`config.mk`:
```
export PLATFORM = sky130hd
export DESIGN_NAME = alu_issue_ctrl_flat
export DESIGN_NICKNAME = d
export VERILOG_FILES = /design/src/rtl/alu_issue_ctrl_if.sv /design/src/rtl/alu_issue_ctrl.sv /design/src/flat_wrapper.sv
export SDC_FILE = /design/constraint.sdc
export NUM_CORES = 1
export LEC_CHECK = 0
export BUFFER_PORTS_ARGS = -buffer_cell sky130_fd_sc_hd__buf_4
export CAP_MARGIN = 10
export CORE_UTILIZATION = 57
export DETAILED_ROUTE_END_ITERATION = 12
export PLACE_DENSITY = 0.94
export SLEW_MARGIN = 15
export SYNTH_ARGS = -nofsm -noshare
export SYNTH_HDL_FRONTEND = slang
export SYNTH_SLANG_ARGS = --single-unit
```
`constraint.sdc`:
```
create_clock -name clk -period 3.7 [get_ports clk]
set_clock_uncertainty 0.15 [all_clocks]
set_input_delay 0.185 -clock clk [delete_from_list [all_inputs] [get_ports clk]]
set_output_delay 0.185 -clock clk [all_outputs]
set_load 0.005 [all_outputs]
```
`src/rtl/alu_issue_ctrl_if.sv`:
```
// Command, ALU-drive and result signals of alu_issue_ctrl, grouped for port binding.
// Signal suffixes are from the controller's point of view (master = controller).
interface alu_issue_ctrl_if;
    logic       cmd_valid_i;
    logic       cmd_ready_o;
    logic [2:0] cmd_op_i;
    logic [7:0] cmd_a_i;
    logic [7:0] cmd_b_i;
    logic       cmd_acc_i;
    logic [7:0] alu_a_o;
    logic [7:0] alu_b_o;
    logic [2:0] alu_op_o;
    logic [7:0] alu_res_i;
    logic       res_valid_o;
    logic       res_ready_i;
    logic [7:0] res_data_o;
    logic [2:0] res_op_o;
    logic [7:0] acc_o;

    modport master (
        input  cmd_valid_i, cmd_op_i, cmd_a_i, cmd_b_i, cmd_acc_i, alu_res_i, res_ready_i,
        output cmd_ready_o, alu_a_o, alu_b_o, alu_op_o, res_valid_o, res_data_o, res_op_o, acc_o
    );

    modport slave (
        output cmd_valid_i, cmd_op_i, cmd_a_i, cmd_b_i, cmd_acc_i, alu_res_i, res_ready_i,
        input  cmd_ready_o, alu_a_o, alu_b_o, alu_op_o, res_valid_o, res_data_o, res_op_o, acc_o
    );
endinterface

```
`src/rtl/alu_issue_ctrl.sv`:
```
// Issues commands to a combinational 8-bit ALU, captures each result one cycle later
// into a small FIFO and keeps the last result as an accumulator for chaining.
module alu_issue_ctrl #(
    parameter int DEPTH = 4
) (
    input  logic              clk,
    input  logic              reset_n,
    alu_issue_ctrl_if.master  bus,
    output logic              dbg_state_o
);
    localparam int PW = $clog2(DEPTH);
    localparam int CW = PW + 1;
    localparam logic [CW-1:0] DEPTH_C = CW'(DEPTH);

    typedef enum logic {IDLE = 1'b0, EXEC = 1'b1} state_t;

    // Handshakes: a transfer happens on a rising edge where valid and ready are both high;
    // ready never depends combinationally on valid or on the other channel's ready.
    state_t         state_q, state_d;
    logic [7:0]     alu_a_q, alu_a_d;
    logic [7:0]     alu_b_q, alu_b_d;
    logic [2:0]     alu_op_q, alu_op_d;
    logic [7:0]     acc_q, acc_d;
    logic [PW-1:0]  wr_ptr_q, rd_ptr_q;
    logic [CW-1:0]  count_q, count_d;
    logic [10:0]    mem_q [DEPTH];

    logic cmd_ready;
    logic push;
    logic pop;
    logic res_valid;

    assign res_valid = (count_q != '0);
    assign pop       = res_valid && bus.res_ready_i;

    always_comb begin
        state_d   = state_q;
        alu_a_d   = alu_a_q;
        alu_b_d   = alu_b_q;
        alu_op_d  = alu_op_q;
        acc_d     = acc_q;
        cmd_ready = 1'b0;
        push      = 1'b0;
        unique case (state_q)
            IDLE: begin
                cmd_ready = (count_q < DEPTH_C);
                if (bus.cmd_valid_i && cmd_ready) begin
                    alu_a_d  = bus.cmd_acc_i ? acc_q : bus.cmd_a_i;
                    alu_b_d  = bus.cmd_b_i;
                    alu_op_d = bus.cmd_op_i;
                    state_d  = EXEC;
                end
            end
            EXEC: begin
                // Free slot was guaranteed at acceptance, so this push never overflows.
                push    = 1'b1;
                acc_d   = bus.alu_res_i;
                state_d = IDLE;
            end
            default: state_d = IDLE;
        endcase
    end

    always_comb begin
        count_d = count_q;
        unique case ({push, pop})
            2'b10:   count_d = count_q + 1'b1;
            2'b01:   count_d = count_q - 1'b1;
            default: count_d = count_q;
        endcase
    end

    always_ff @(posedge clk or negedge reset_n) begin
        if (!reset_n) begin
            state_q  <= IDLE;
            alu_a_q  <= '0;
            alu_b_q  <= '0;
            alu_op_q <= '0;
            acc_q    <= '0;
            wr_ptr_q <= '0;
            rd_ptr_q <= '0;
            count_q  <= '0;
        end else begin
            state_q  <= state_d;
            alu_a_q  <= alu_a_d;
            alu_b_q  <= alu_b_d;
            alu_op_q <= alu_op_d;
            acc_q    <= acc_d;
            count_q  <= count_d;
            if (push) wr_ptr_q <= wr_ptr_q + 1'b1;
            if (pop)  rd_ptr_q <= rd_ptr_q + 1'b1;
        end
    end

    always_ff @(posedge clk) begin
        if (push) mem_q[wr_ptr_q] <= {bus.alu_op_o, bus.alu_res_i};
    end

    assign bus.cmd_ready_o = cmd_ready;
    assign bus.alu_a_o     = alu_a_q;
    assign bus.alu_b_o     = alu_b_q;
    assign bus.alu_op_o    = alu_op_q;
    assign bus.acc_o       = acc_q;
    assign bus.res_valid_o = res_valid;
    assign bus.res_data_o  = mem_q[rd_ptr_q][7:0];
    assign bus.res_op_o    = mem_q[rd_ptr_q][10:8];
    assign dbg_state_o     = state_q;
endmodule

```
`src/flat_wrapper.sv`:
```
// flat-port wrapper written by rule: the top's interface ports become plain ports
module alu_issue_ctrl_flat 
#(
    parameter int DEPTH = 4
)
  (clk, reset_n, dbg_state_o, bus_cmd_valid_i, bus_cmd_op_i, bus_cmd_a_i, bus_cmd_b_i, bus_cmd_acc_i, bus_alu_res_i, bus_res_ready_i, bus_cmd_ready_o, bus_alu_a_o, bus_alu_b_o, bus_alu_op_o, bus_res_valid_o, bus_res_data_o, bus_res_op_o, bus_acc_o);
  alu_issue_ctrl_if bus_i ();
  input  logic clk;
  input  logic reset_n;
  output logic dbg_state_o;
  input wire logic [$bits(bus_i.cmd_valid_i)-1:0] bus_cmd_valid_i;
  input wire logic [$bits(bus_i.cmd_op_i)-1:0] bus_cmd_op_i;
  input wire logic [$bits(bus_i.cmd_a_i)-1:0] bus_cmd_a_i;
  input wire logic [$bits(bus_i.cmd_b_i)-1:0] bus_cmd_b_i;
  input wire logic [$bits(bus_i.cmd_acc_i)-1:0] bus_cmd_acc_i;
  input wire logic [$bits(bus_i.alu_res_i)-1:0] bus_alu_res_i;
  input wire logic [$bits(bus_i.res_ready_i)-1:0] bus_res_ready_i;
  output wire logic [$bits(bus_i.cmd_ready_o)-1:0] bus_cmd_ready_o;
  output wire logic [$bits(bus_i.alu_a_o)-1:0] bus_alu_a_o;
  output wire logic [$bits(bus_i.alu_b_o)-1:0] bus_alu_b_o;
  output wire logic [$bits(bus_i.alu_op_o)-1:0] bus_alu_op_o;
  output wire logic [$bits(bus_i.res_valid_o)-1:0] bus_res_valid_o;
  output wire logic [$bits(bus_i.res_data_o)-1:0] bus_res_data_o;
  output wire logic [$bits(bus_i.res_op_o)-1:0] bus_res_op_o;
  output wire logic [$bits(bus_i.acc_o)-1:0] bus_acc_o;
  assign bus_i.cmd_valid_i = bus_cmd_valid_i;
  assign bus_i.cmd_op_i = bus_cmd_op_i;
  assign bus_i.cmd_a_i = bus_cmd_a_i;
  assign bus_i.cmd_b_i = bus_cmd_b_i;
  assign bus_i.cmd_acc_i = bus_cmd_acc_i;
  assign bus_i.alu_res_i = bus_alu_res_i;
  assign bus_i.res_ready_i = bus_res_ready_i;
  assign bus_cmd_ready_o = bus_i.cmd_ready_o;
  assign bus_alu_a_o = bus_i.alu_a_o;
  assign bus_alu_b_o = bus_i.alu_b_o;
  assign bus_alu_op_o = bus_i.alu_op_o;
  assign bus_res_valid_o = bus_i.res_valid_o;
  assign bus_res_data_o = bus_i.res_data_o;
  assign bus_res_op_o = bus_i.res_op_o;
  assign bus_acc_o = bus_i.acc_o;
  alu_issue_ctrl #(.DEPTH(DEPTH)) u_core (.clk(clk), .reset_n(reset_n), .bus(bus_i), .dbg_state_o(dbg_state_o));
endmodule
```
==> results.toml <==
[outcome]
status = "finished clean"

[synthesis]
async_flop_share_pct = 44.3
syn_inst = 172
synth-main-ff-cell = "edfxtp_1"
synth-simple-area-share_pct = 2.83
ys_ff_latch = 79
ys_seq_area_share_pct = 69.9
synth_xor_area_share_pct = 1.67
synthMuxAreaShare_pct = 17.9
synth-edff-count = 44
synth_compound_area_share_pct = 1.83
ys_warn_count = 0
synth_cell_types = 24
synth_fp_nets = 210
syn_area_per_cell_um2 = 18.3
synthAdderAreaFrac_pct = 2.63
syn-cell-area_um2 = 3140
synth_top_family_by_area = "multiplexers"

[clocking]
clk_latency_ns = 0.34
root_buffer = "clkbuf_8"
clk_path_buf_depth = 2
cts_max_level = 3
cts_buffers = 9
cts_tree = "done"
cts.sinks = 79
cts_resized = 0
clk_pin_slew_ns = 0.08
cts_setup_buffers = 0
cts_hold_buf = 21

[sta]
rsz0062_at_grt = "false"
fmax_mhz = 430
maxSlewHeadroom_pct = 33.0
tightest_slew_ns = 1.00
tns_ns = 0
finalSetupViolCount = 0
hold_viol = 0
slew_violations = 0
min_period_ns = 2.32
finalCritPeriodShare_pct = 62.8

[detailed_routing]
drc = 0
drt_iter0_drc = 200
post_drt_wl_per_cell_um = 20.0
drt-vias-per-instance = 5.38
vias = 1852
ant_nets = 0
routed_wirelength_mm = 6.86
first_pass_iters = 4

[place]
dpl.cell_count = 307
gp_congestion = 0.807
hpwlAfterDp_mm = 4.11
io_buffers = 72

[worst_setup_path]
cp_max_fo = 13
start_kind = "flop"
worstReg2RegStart = "u_core.dbg_state_o$_DFF_PN0_"
crit_start = "u_core.rd_ptr_q[0]$_DFFE_PN0N_"
cp.required_ns = 3.37
critPathKind = "flop to output pin"
reg2reg_depth = 2
crit_arrival_ns = 1.99
cp-end-kind = "output pin"
timing.reg2reg.setup_slack_ns = 1.48
rr_endpoint = "u_core.bus.alu_b_o[6]$_DFFE_PN0P_"

[floorplan]
rows = 26
chipHeight_um = 76.3
die-width_um = 76.3
start_util_pct = 60.4
io_pins = 73
core_area_um2 = 5200
dieArea_um2 = 5820

[min_path]
min_to = "u_core.bus.alu_a_o[2]$_DFFE_PN0P_"
worstHoldStart = "bus_cmd_a_i[2]"
hold-path-cell-count = 3
hp-class = "primary input to flop"

[finish]
syn_to_final_growth_pct = 31.4
layout_commonest_cell = "buf_4"
fin_cells = 344
final_cell_mix = "buf_4 (73), edfxtp_1 (44), dfrtp_1 (35), dlygate4sd3_1 (21), mux2_2 (16)"
insertedDiodeCount = 0
final_nets = 307
drive_gt1_share_pct = 43.4

[power_and_ir_drop]
max-vdd-ir-drop_mv = 0.471
leakage_nw = 1.70
powerDensity_nw_per_um2 = 777

[global_route]
grt_usage_pct = 26.1
grt.overflow.total = 0
antenna_found_initial = 0
grt_pass1_vias = 1930
grt_max_degree = 36
grt_pass1_wl_mm = 10.8

[flow_run]
max-cap-violations = 0
-- logic make-up (layout without fill, tap and decap cells) --
logic type                 count (synthesis)  after routing
adders and majority gates                  6              6
DFF                                       79             79
xor gates and xnor gates                   6              6
and+or+nand+nor                           18             18
buffers and inverters                     14            116
AOI/OAI and AO/OA                         10             10
muxes                                     39             39
-- cells in the mapped netlist (2+ instances only) --
| cell type | instances | area (um^2) |
|---|---|---|
| ha_1 | 5 | 62.6 |
| dfrtp_1 | 35 | 876 |
| mux2_4 | 3 | 45.0 |
| mux2_2 | 16 | 180 |
| inv_1 | 6 | 22.5 |
| mux2i_1 | 9 | 90.1 |
| and2_1 | 4 | 25.0 |
| xnor2_1 | 2 | 17.5 |
| buf_6 | 4 | 45.0 |
| nand2_1 | 2 | 7.51 |
| nor2_1 | 10 | 37.5 |
| edfxtp_1 | 44 | 1320 |
| a21oi_1 | 7 | 35.0 |
| buf_2 | 2 | 10.0 |
| xor2_1 | 4 | 35.0 |
| mux4_2 | 11 | 248 |
-- stage by stage --
| step | utilization (%) | setup WS [ns] | total power [mW] | hold slack, ns | cell area [um^2] |
|---|---|---|---|---|---|
| floorplan | - | 1.78 | 1.99 | -0.261 | 3140 |
| global placement | 71.2 | 1.52 | 2.45 | 0.00628 | 3710 |
| detailed placement | 71.2 | 1.47 | 2.51 | 0.0150 | 3710 |
| CTS | 79.4 | 1.31 | 3.22 | 0.00164 | 4130 |
| global route | 79.4 | 1.23 | 3.38 | 0.0325 | 4130 |
| finish | 79.4 | 1.38 | 3.21 | 0.0105 | 4130 |
-- how the worst max path moves through the flow --
stage                                              to  slack, ns  cells after the start
detailed placement  u_core.bus.alu_b_o[1]$_DFFE_PN0P_       1.47                      2
finish                              bus_res_data_o[2]       1.38                      2
CTS                                 bus_res_data_o[2]       1.31                      2
global route                        bus_res_data_o[2]       1.23                      2
global placement    u_core.bus.alu_b_o[2]$_DFFE_PN0P_       1.52                      2
floorplan               u_core.count_q[2]$_DFFE_PN0P_       1.78                      9
-- per-layer routing --
metal / vias up / share of wire (%) / GRT usage, %
met3: 11 / 7.9 / 7.90
li1: 831 / - / -
met1: 902 / 40 / 34.0
met5: - / 0 / 0
met2: 108 / 50 / 42.1
met4: 0 / 1.9 / 8.85
-- critical path: stages (launching register included) --
cell and delay [ns]:
dfrtp_1 0.84, mux4_2 0.64, buf_4 0.17
-- registers in the layout, summed over array words and instances, names as in the netlist --
signal,cells
u_core.mem_q,44
u_core.bus.acc_o,8
u_core.bus.alu_a_o,8
u_core.bus.alu_b_o,8
u_core.bus.alu_op_o,3
u_core.count_q,3
u_core.rd_ptr_q,2
u_core.wr_ptr_q,2
u_core.dbg_state_o,1
-- where the power goes --
group | leakage (nW) | internal, mW | switching, mW
Combinational | 0.793 | 0.656 | 0.390
Sequential | 0.806 | 1.21 | 0.269
Clock | 0.0962 | 0.378 | 0.304
-- layout make-up --
cell class / count / area (um^2)
multi-input combinational: 79 / 851
sequential: 79 / 2200
clock buffer: 10 / 128
inverter: 6 / 22.5
fill: 304 / 1070
timing repair buffer: 94 / 758
clock inverter: 6 / 86.3
tap: 70 / 87.6
Note: power is estimated with default switching activity, not from simulation.
